`config.mk`:
```
export PLATFORM = sky130hd
export DESIGN_NAME = coincidence_pulse_gen_flat
export DESIGN_NICKNAME = d
export VERILOG_FILES = /design/src/rtl/coinc_pkg.sv /design/src/rtl/coincidence_pulse_gen_if.sv /design/src/rtl/pulse_window.sv /design/src/rtl/coincidence_pulse_gen.sv /design/src/flat_wrapper.sv
export SDC_FILE = /design/constraint.sdc
export NUM_CORES = 1
export LEC_CHECK = 0
export ABC_AREA = 1
export ABC_CLOCK_PERIOD_IN_PS = 2400
export BUFFER_PORTS_ARGS = -buffer_cell sky130_fd_sc_hd__buf_2
export CAP_MARGIN = 30
export CORE_MARGIN = 5
export CORE_UTILIZATION = 59
export DETAILED_ROUTE_END_ITERATION = 7
export PLACE_DENSITY = 0.8
export SLEW_MARGIN = 10
export SYNTH_ARGS = -nofsm -noshare
export SYNTH_HDL_FRONTEND = slang
export SYNTH_SLANG_ARGS = --single-unit
```
`constraint.sdc`:
```
create_clock -name Clk -period 2.4 [get_ports Clk]
set_input_delay 0.24 -clock Clk [delete_from_list [all_inputs] [get_ports Clk]]
set_output_delay 0.24 -clock Clk [all_outputs]
set_load 0.01 [all_outputs]
```
`src/rtl/coinc_pkg.sv`:
```
// Shared state type and shot-length helper for the coincidence pulse generator.
package coinc_pkg;

   typedef enum logic [1:0] {
      IDLE,
      RUN,
      GAP,
      DONE
   } pulsegen_state_t;

   // Cycles per shot: the shot timer is NBITS+1 bits wide and runs its full range.
   function automatic int unsigned span(input int unsigned nbits);
      return 32'd1 << (nbits + 32'd1);
   endfunction

endpackage

```
`src/rtl/coincidence_pulse_gen_if.sv`:
```
// Burst control inputs and channel/status outputs of the coincidence pulse generator.
interface coincidence_pulse_gen_if #(
   parameter int unsigned NCHAN = 4,
   parameter int unsigned NBITS = 4
);

   logic                         Start;
   logic                         Stop;
   logic [NCHAN-1:0]             Mask;
   logic [NCHAN-1:0][NBITS-1:0]  Offsets;
   logic [NBITS-1:0]             Width;
   logic [NBITS-1:0]             Gap;
   logic [NBITS-1:0]             Shots;
   logic [NCHAN-1:0]             Channels;
   logic                         Busy;
   logic                         Done;
   logic [NBITS-1:0]             ShotCount;

   modport master (
      output Start, Stop, Mask, Offsets, Width, Gap, Shots,
      input  Channels, Busy, Done, ShotCount
   );

   modport slave (
      input  Start, Stop, Mask, Offsets, Width, Gap, Shots,
      output Channels, Busy, Done, ShotCount
   );

endinterface

```
`src/rtl/pulse_window.sv`:
```
// One output channel: registered high while the shot timer lies in [offset, offset+width).
module pulse_window #(
   parameter int unsigned NBITS = 4
) (
   input  logic             Clk,
   input  logic             Rst_n,
   input  logic             en,
   input  logic [NBITS:0]   t,
   input  logic [NBITS-1:0] offset,
   input  logic [NBITS-1:0] width,
   input  logic             mask,
   output logic             ch
);

   localparam int unsigned TW = NBITS + 1;

   logic [TW-1:0] lo_c;
   logic [TW-1:0] hi_c;

   // The extra timer bit keeps offset+width from wrapping, so a pulse always ends inside its shot.
   assign lo_c = TW'(offset);
   assign hi_c = TW'(offset) + TW'(width);

   always_ff @(posedge Clk or negedge Rst_n) begin
      if (!Rst_n) begin
         ch <= 1'b0;
      end else begin
         ch <= en && mask && (t >= lo_c) && (t < hi_c);
      end
   end

endmodule

```
`src/rtl/coincidence_pulse_gen.sv`:
```
// Burst pulse generator driving a coincidence detector's channel bus with masked, offset pulses.
// Macro PULSEGEN_SHOTCNT_EN builds the ShotCount register; otherwise a down-counter ends the burst.
module coincidence_pulse_gen
   import coinc_pkg::*;
#(
   parameter int unsigned NCHAN = 4,
   parameter int unsigned NBITS = 4
) (
   input  logic                    Clk,
   input  logic                    Rst_n,
   coincidence_pulse_gen_if.slave  bus
);

   localparam int unsigned    TW     = NBITS + 1;
   localparam logic [TW-1:0]  T_LAST = TW'(span(NBITS) - 32'd1);

   pulsegen_state_t             state_q;
   pulsegen_state_t             state_d;
   logic [NCHAN-1:0]            mask_q;
   logic [NCHAN-1:0][NBITS-1:0] offsets_q;
   logic [NBITS-1:0]            width_q;
   logic [NBITS-1:0]            gap_q;
   logic [NBITS-1:0]            gap_cnt_q;
   logic [TW-1:0]               t_q;
   logic [NCHAN-1:0]            chan_q;
   logic                        busy_q;
   logic                        done_q;
   logic                        start_c;
   logic                        shot_end_c;
   logic                        last_shot_c;
   logic                        run_c;
   logic                        busy_c;

   // Next-state and per-cycle strobes; Stop overrides Start in IDLE and aborts RUN/GAP.
   always_comb begin
      state_d    = state_q;
      start_c    = 1'b0;
      shot_end_c = 1'b0;
      run_c      = (state_q == RUN) && !bus.Stop;
      busy_c     = ((state_q == RUN) || (state_q == GAP)) && !bus.Stop;
      case (state_q)
         IDLE: begin
            if (bus.Start && !bus.Stop) begin
               start_c = 1'b1;
               state_d = (bus.Shots == '0) ? DONE : RUN;
            end
         end
         RUN: begin
            if (bus.Stop) begin
               state_d = IDLE;
            end else if (t_q == T_LAST) begin
               shot_end_c = 1'b1;
               if (last_shot_c) begin
                  state_d = DONE;
               end else if (gap_q != '0) begin
                  state_d = GAP;
               end else begin
                  state_d = RUN;
               end
            end
         end
         GAP: begin
            if (bus.Stop) begin
               state_d = IDLE;
            end else if (gap_cnt_q == NBITS'(1)) begin
               state_d = RUN;
            end
         end
         DONE:    state_d = IDLE;
         default: state_d = IDLE;
      endcase
   end

   always_ff @(posedge Clk or negedge Rst_n) begin
      if (!Rst_n) begin
         state_q   <= IDLE;
         mask_q    <= '0;
         offsets_q <= '0;
         width_q   <= '0;
         gap_q     <= '0;
         gap_cnt_q <= '0;
         t_q       <= '0;
         busy_q    <= 1'b0;
         done_q    <= 1'b0;
      end else begin
         state_q <= state_d;
         if (start_c) begin
            mask_q    <= bus.Mask;
            offsets_q <= bus.Offsets;
            width_q   <= bus.Width;
            gap_q     <= bus.Gap;
         end
         // Timer wraps naturally at the end of a shot and rests at 0 outside RUN.
         t_q <= (state_q == RUN) ? t_q + TW'(1) : '0;
         if (shot_end_c) begin
            gap_cnt_q <= gap_q;
         end else if (state_q == GAP) begin
            gap_cnt_q <= gap_cnt_q - NBITS'(1);
         end
         busy_q <= busy_c;
         done_q <= (state_q == DONE);
      end
   end

`ifdef PULSEGEN_SHOTCNT_EN
   logic [NBITS-1:0] shots_q;
   logic [NBITS-1:0] shot_cnt_q;

   assign last_shot_c = (shot_cnt_q + NBITS'(1)) == shots_q;

   always_ff @(posedge Clk or negedge Rst_n) begin
      if (!Rst_n) begin
         shots_q    <= '0;
         shot_cnt_q <= '0;
      end else if (start_c) begin
         shots_q    <= bus.Shots;
         shot_cnt_q <= '0;
      end else if (shot_end_c) begin
         shot_cnt_q <= shot_cnt_q + NBITS'(1);
      end
   end

   assign bus.ShotCount = shot_cnt_q;
`else
   logic [NBITS-1:0] remaining_q;

   assign last_shot_c = (remaining_q == NBITS'(1));

   always_ff @(posedge Clk or negedge Rst_n) begin
      if (!Rst_n) begin
         remaining_q <= '0;
      end else if (start_c) begin
         remaining_q <= bus.Shots;
      end else if (shot_end_c) begin
         remaining_q <= remaining_q - NBITS'(1);
      end
   end

   assign bus.ShotCount = '0;
`endif

   for (genvar i = 0; i < NCHAN; i++) begin : g_chan
      pulse_window #(
         .NBITS (NBITS)
      ) u_win (
         .Clk    (Clk),
         .Rst_n  (Rst_n),
         .en     (run_c),
         .t      (t_q),
         .offset (offsets_q[i]),
         .width  (width_q),
         .mask   (mask_q[i]),
         .ch     (chan_q[i])
      );
   end

   assign bus.Channels = chan_q;
   assign bus.Busy     = busy_q;
   assign bus.Done     = done_q;

endmodule

```
`src/flat_wrapper.sv`:
```
// flat-port wrapper written by rule: the top's interface ports become plain ports
module coincidence_pulse_gen_flat import coinc_pkg::*;
#(
   parameter int unsigned NCHAN = 4,
   parameter int unsigned NBITS = 4
)
  (Clk, Rst_n, bus_Start, bus_Stop, bus_Mask, bus_Offsets, bus_Width, bus_Gap, bus_Shots, bus_Channels, bus_Busy, bus_Done, bus_ShotCount);
  coincidence_pulse_gen_if #(.NCHAN(NCHAN), .NBITS(NBITS)) bus_i ();
  input  logic Clk;
  input  logic Rst_n;
  input wire logic [$bits(bus_i.Start)-1:0] bus_Start;
  input wire logic [$bits(bus_i.Stop)-1:0] bus_Stop;
  input wire logic [$bits(bus_i.Mask)-1:0] bus_Mask;
  input wire logic [$bits(bus_i.Offsets)-1:0] bus_Offsets;
  input wire logic [$bits(bus_i.Width)-1:0] bus_Width;
  input wire logic [$bits(bus_i.Gap)-1:0] bus_Gap;
  input wire logic [$bits(bus_i.Shots)-1:0] bus_Shots;
  output wire logic [$bits(bus_i.Channels)-1:0] bus_Channels;
  output wire logic [$bits(bus_i.Busy)-1:0] bus_Busy;
  output wire logic [$bits(bus_i.Done)-1:0] bus_Done;
  output wire logic [$bits(bus_i.ShotCount)-1:0] bus_ShotCount;
  assign bus_i.Start = bus_Start;
  assign bus_i.Stop = bus_Stop;
  assign bus_i.Mask = bus_Mask;
  assign bus_i.Offsets = bus_Offsets;
  assign bus_i.Width = bus_Width;
  assign bus_i.Gap = bus_Gap;
  assign bus_i.Shots = bus_Shots;
  assign bus_Channels = bus_i.Channels;
  assign bus_Busy = bus_i.Busy;
  assign bus_Done = bus_i.Done;
  assign bus_ShotCount = bus_i.ShotCount;
  coincidence_pulse_gen #(.NCHAN(NCHAN), .NBITS(NBITS)) u_core (.Clk(Clk), .Rst_n(Rst_n), .bus(bus_i));
endmodule
```
==> summary.md, run 1 <==
| Metric | Value |
|---|---|
| Synth Area in Compound Gates | 8.23% |
| Crit-path max cell delay | 0.47 ns |
| Residual DRC | 0 |
| Sequential group share of total power | 30.5% |
| # fillers | 490 |
| Switch share | 46.7% |
| Arrival time at the worst endpoint | 2.46 ns |
| Synth cell count leaders | nand2_1, ha_1, inv_1 |
| Cell taking the most area after synthesis | dfrtp_1 |
| Async set or reset register ratio after synthesis | 100% |
| # port buffers | 41 |
| PwrDens | 1250 nW/µm² |
| Critical Path RT | 2.65 ns |
| Gr usage total | 21.5% |
| Worst Setup SP | u_core.width_q[0] |
| Register area share after synthesis | 34.2% |
| H-tree levels | 2 |
| Synth Area in Adders | 22.5% |
| Tightest Hold Check Type | input pin to flip-flop |
| XOR/XNOR Fraction of Synth Area | 2.93% |
| Reg clk slew, reported paths | 0.11 ns |
| Post-CTS setup buffer count | 0 |
| DR pass1 iterations | 4 |
| Gr ovfl total | 0 |
| Initial DRC Count | 89 |
| Max-cap violations | 0 |
| Die area | 7740 µm² |
| Flops & latches, synth | 49 |
| Max Slew Vio Count | 0 |
| Vias | 2,897 |
| Clock Latency Late Sink | 0.31 ns |
| Synth Area per Inst | 8.24 µm² |
| Syn Inst Count | 435 |
| Hpwl dp | 5750 µm |
| Layout Nets | 576 |
| DIE HEIGHT | 88.0 µm |
| Element type at the critical path end | flip-flop |
| I/O pin cnt | 46 |
| CTS tree | yes |
| Setup tns final | 0 ns |
| Top-count cell post-synth | nand2_1 |
| EDFF count, synth | 0 |
| Outcome | finished clean |
| Largest net degree at the start of global routing | 31 |
| Slew headroom | 55.0% |
| Most used cell along the critical path | nand2_1 |
| Area growth from synthesis to layout | 9.39% |
| RSZ-0062 raised after global routing | false |
| Final setup violation count | 0 |
| Cell Rows | 28 |
| Via density | 5.23 |
| Core area | 5920 µm² |
| Buffer depth of the longest clock path | 2 |
| Routed wire per std cell | 13.4 µm |
| Footprint of the multi-input gates | 2030 µm² |
| Hold wc startpoint | bus_Gap[0] |
| P_leak | 2.21 nW |
| Worst Skew | 0.00993 ns |
| Yosys warning count | 0 |
| Reg-to-reg startpoint | u_core.width_q[0] |
| Yosys cell types | 27 |
| Worst-margin pin slew | 0.674 ns |
| Mapped Area | 3590 µm² |
| Antenna-violating nets left | 0 |
| Largest family of logic cells by synthesized area | adder cells |
| Clock share of power | 10.9% |
| Vias in the first global route | 3,008 |
| Initial Utilization | 60.6% |
| Crit path time final | 2.21 ns |
| Crit path max fanout | 5 |
| First-pass GRT wire length | 13,200 µm |
| Sequential Area | 1230 µm² |
| Fmax | 0.452 GHz |
| Utilization after layout | 66.3% |
| Max IR drop VDD | 0.769 mV |
| Area contributors post-synth | dfrtp_1, ha_1, nand2_1 |
| Critical path startpoint category | flip-flop |
| Routability cong. | 0.845 |
| Overall routed net length | 7440 µm |
| Antenna violations before repair | 0 |
| Clock buffer count from CTS | 5 |
| Switching power | 0.00230 W |
| Die W | 88.0 µm |
| # diodes | 0 |
| Int Power | 0.00262 W |
| Yosys top cell area share | 34.2% |
| Gate power share | 58.6% |
| Layout cells sized above 1 | 17.3% |
| Final period util | 92.1% |
| Root buf cell | clkbuf_8 |
| Crit path cell chain | ha_1, fa_1, nand2_1, nand2_1, a21oi_1, ha_1, nand2_1, inv_1, nand4_1, o211ai_1, nor2_1 |
| CTS Sinks | 49 |
| Critical path type | flip-flop to flip-flop |
| Synth Flop Type | dfrtp_1 |
| Final Hold Fails | 0 |
| Mux cell area share after synthesis | 0% |
| Worst path slowest cell | fa_1 |
| Synth Area in Simple Gates | 22.5% |
[placed cells by master, fill, tap and decap left out, drive strengths merged]
master,synthesis,layout
o21ai,22,22
ha,58,58
or2,1,1
inv,60,62
nand4,5,5
dfrtp,49,49
conb,1,4
nand3,24,24
o211ai,7,7
dlygate4sd3,0,1
nor2,26,26
a21oi,19,19
xnor2,8,8
clkinv,0,1
nand3b,1,1
fa,4,4
nand2,132,132
xor2,4,4
clkbuf,1,5
buf,13,46
[worst max-delay path: cells and delay by family, from the launching register on]
family | cells | cell delay [ns]
DFF | 1 | 0.46
AOI/OAI and AO/OA | 2 | 0.25
and+or+nand+nor | 5 | 0.41
adders and majority gates | 3 | 0.98
buffers and inverters | 1 | 0.05
[kinds of logic after synthesis]
| group | after synthesis |
|---|---|
| AND/OR/NAND/NOR | 189 |
| buffers and inverters | 74 |
| adder cells (fa/ha/maj) | 62 |
| flip-flops | 49 |
| AO/OA/AOI/OAI | 48 |
| XOR/XNOR | 12 |
| other | 1 |
[per-layer routing]
metal	part of all wire [%]	global-route usage [%]
met2	50	38.7
met3	5.3	3.76
met4	1.0	6.14
met5	0	0
met1	43	26.2
[worst paths after layout]
path,to,slack (ns),cells after the start
max,u_core.g_chan[0].u_win.ch,0.19,11
min,u_core.gap_q[0],0.12,3
max reg2reg,u_core.g_chan[0].u_win.ch,0.19,11
min reg2reg,u_core.t_q[0],0.50,1
max in group asynchronous,u_core.mask_q[0],1.28,3
min in group asynchronous,u_core.remaining_q[0],0.49,2
[layout make-up]
type | instances | share of cell area [%]
sequential | 49 | 31.3
clock buffer | 5 | 1.75
inverter | 60 | 5.74
timing repair buffer | 47 | 6.44
multi-input combinational | 315 | 51.7
tap | 75 | 2.39
clock inverter | 3 | 0.734
[sequential cells by signal, summed over array words and instances, names as in the netlist]
signal                  cells
u_core.g_chan.u_win.ch      4
u_core.offsets_q           16
u_core.state_q              2
u_core.bus.Busy             1
u_core.gap_q                4
u_core.mask_q               4
u_core.remaining_q          4
u_core.t_q                  5
u_core.bus.Done             1
u_core.gap_cnt_q            4
u_core.width_q              4
[metrics by stage]
stage               setup WS (ns)  total power (W)  hold slack (ns)  std cells  area, µm²
finish                      0.189          0.00492            0.116        554       3920
global route               0.0352          0.00553            0.117        554       3920
CTS                         0.192          0.00494            0.113        554       3920
detailed placement          0.223          0.00438            0.318        545       3810
global placement            0.364          0.00420            0.312        545       3810
floorplan                   0.450          0.00372          -0.0556        438       3600
[power groups by stage]
| stage | Sequential (W) | Combinational [W] | Clock (W) |
|---|---|---|---|
| 2_1_floorplan | 0.00143 | 0.00229 | 0 |
| 5_1_grt | 0.00155 | 0.00339 | 0.000590 |
| 3_3_place_gp | 0.00150 | 0.00271 | 0 |
| 3_5_place_dp | 0.00151 | 0.00287 | 0 |
| 6_report | 0.00150 | 0.00288 | 0.000538 |
| 4_1_cts | 0.00150 | 0.00289 | 0.000547 |
[repair_timing]
| item | CTS | global route |
|---|---|---|
| gates resized for setup | 0 | 0 |
| setup endpoints to repair | 0 | 0 |
| hold buffers | 1 | 0 |
| endpoints found under the hold margin | 28 | 0 |
Note: power is estimated with default switching activity, not from simulation.
==> inputs of run 2 (changes only) <==
- SETUP_SLACK_MARGIN: default -> 0.4
- SKIP_LAST_GASP: default -> 1
==> summary.md, run 2 (same netlist as run 1, synthesis figures left out) <==
| Metric | Value |
|---|---|
| Crit path time final | 2.06 ns |
| # fillers | 481 |
| Layout Nets | 579 |
| Reg clk slew, reported paths | 0.10 ns |
| Tightest Hold Check Type | input pin to flip-flop |
| Clock share of power | 10.7% |
| Met2 Track Usage GR | 39.1% |
| Buffer depth of the longest clock path | 2 |
| Arrival time at the worst endpoint | 2.31 ns |
| Footprint of the multi-input gates | 2050 µm² |
| Setup tns final | 0 ns |
| Final Hold Fails | 0 |
| I/O pin cnt | 46 |
| Critical Path RT | 2.65 ns |
| Initial Utilization | 60.6% |
| GRT busiest layer | met2 |
| Commonest non-fill, non-tap cell in the layout | nand2_1 |
| Placed insts | 545 |
| Fmax | 0.485 GHz |
| Critical path type | flip-flop to flip-flop |
| P_leak | 2.21 nW |
| Max-cap violations | 0 |
| Final period util | 86.0% |
| DR pass1 iterations | 4 |
| Utilization after layout | 67.1% |
| Cell Rows | 28 |
| Worst Setup Slack, final | 0.337 ns |
| Initial DRC Count | 93 |
| Switching power | 0.00234 W |
| Hold WS | 0.115 ns |
| Int Power | 0.00269 W |
| Antenna violations before repair | 0 |
| RSZ-0062 raised after global routing | true |
| Area growth from synthesis to layout | 10.9% |
| Worst-margin pin slew | 0.676 ns |
| Gr usage total | 21.6% |
| Max reg flops | 16 |
| Commonest cells after routing, fill and taps aside | nand2_1, inv_1, ha_1, dfrtp_1, buf_2 |
| Critical path startpoint category | flip-flop |
| Element type at the critical path end | flip-flop |
| Post-Place Setup Slack | 0.223 ns |
| Hpwl dp | 5750 µm |
| Clock Latency Late Sink | 0.31 ns |
| DIE HEIGHT | 88.0 µm |
| Root buf cell | clkbuf_8 |
| CTS Sinks | 49 |
| Core area | 5920 µm² |
| Gate power share | 59.3% |
| Outcome | finished clean |
| Worst Skew | 0.0101 ns |
| Sequential Area | 1230 µm² |
| # port buffers | 41 |
| Max IR drop VDD | 0.781 mV |
| Largest net degree at the start of global routing | 31 |
| CTS tree | yes |
| Final setup violation count | 0 |
| Vias | 2,887 |
| Switch share | 46.5% |
| Non-Filler Instances | 557 |
| Max Slew Vio Count | 0 |
| GRT met3 Usage | 3.67% |
| Die W | 88.0 µm |
| Crit path max fanout | 5 |
| Residual DRC | 0 |
| Routability cong. | 0.845 |
| Largest Register | u_core.offsets_q |
| Overall routed net length | 7490 µm |
| Sequential group share of total power | 30.0% |
| GR Util met1 | 26.2% |
| PwrDens | 1260 nW/µm² |
| Gr ovfl total | 0 |
| Routed wire per std cell | 13.4 µm |
| # diodes | 0 |
| Die area | 7740 µm² |
| Clock buffer count from CTS | 5 |
| Layout cells sized above 1 | 19.9% |
| Antenna-violating nets left | 0 |
| First-pass GRT wire length | 13,200 µm |
| Slew headroom | 54.9% |
| Via density | 5.18 |
| Largest regs | u_core.offsets_q (16), u_core.t_q (5) |
| Vias in the first global route | 3,039 |
| H-tree levels | 2 |
==> run 2: what timing repair did <==
item | 4_1_cts | 5_1_grt
endpoints found under the hold margin | 28 | 0
gates resized for setup | 7 | 5
setup endpoints to repair | 4 | 20
hold buffers | 1 | 0
setup buffers | 1 | 2
pin swaps | 5 | 0
==> run 2: final timing paths <==
check	depth (start not counted)	from	endpoint	slack [ns]
setup reg to reg	11	u_core.width_q[0]	u_core.g_chan[0].u_win.ch	0.34
max in group asynchronous	3	Rst_n	u_core.offsets_q[2]	1.27
hold reg to reg	1	u_core.t_q[0]	u_core.t_q[0]	0.50
min in group asynchronous	2	Rst_n	u_core.remaining_q[0]	0.49
setup / recovery	11	u_core.width_q[0]	u_core.g_chan[0].u_win.ch	0.34
hold / removal	3	bus_Gap[0]	u_core.gap_q[0]	0.11
==> run 2: power by group through the flow <==
| stage | combinational [W] | sequential (W) | clock [W] |
|---|---|---|---|
| 2_1_floorplan | 0.00229 | 0.00143 | 0 |
| 3_3_place_gp | 0.00271 | 0.00150 | 0 |
| 3_5_place_dp | 0.00287 | 0.00151 | 0 |
| 4_1_cts | 0.00293 | 0.00150 | 0.000547 |
| 5_1_grt | 0.00350 | 0.00156 | 0.000590 |
| 6_report | 0.00298 | 0.00151 | 0.000537 |
==> run 2: layout make-up <==
cell class,count,area share (%)
Timing Repair Buffer,50,7.02
Multi-Input combinational cell,315,51.5
Tap cell,75,2.36
Clock inverter,3,0.724
Sequential cell,49,30.9
Inverter,60,5.73
Clock buffer,5,1.73
==> run 2: layer usage <==
| layer | vias to the layer above | share of wire (%) |
|---|---|---|
| li1 | 1473 | - |
| met5 | - | 0 |
| met2 | 59 | 50 |
| met3 | 12 | 5.1 |
| met4 | 0 | 1.3 |
| met1 | 1343 | 43 |
==> run 2: stage by stage <==
stage / area [µm²] / power [W]
after floorplan: 3600 / 0.00372
after global placement: 3810 / 0.00420
after detailed placement: 3810 / 0.00438
after CTS: 3950 / 0.00498
after global routing: 3980 / 0.00565
final: 3980 / 0.00503
==> run 2: worst max-delay path, stage by stage, from the launching register on <==
cell	delay, ns
dfrtp_2	0.46
ha_2	0.22
fa_2	0.37
nand2_1	0.07
nand2_1	0.06
a21oi_2	0.14
ha_1	0.27
nand2_2	0.09
inv_1	0.04
nand4_1	0.08
o211ai_1	0.10
nor2_1	0.10
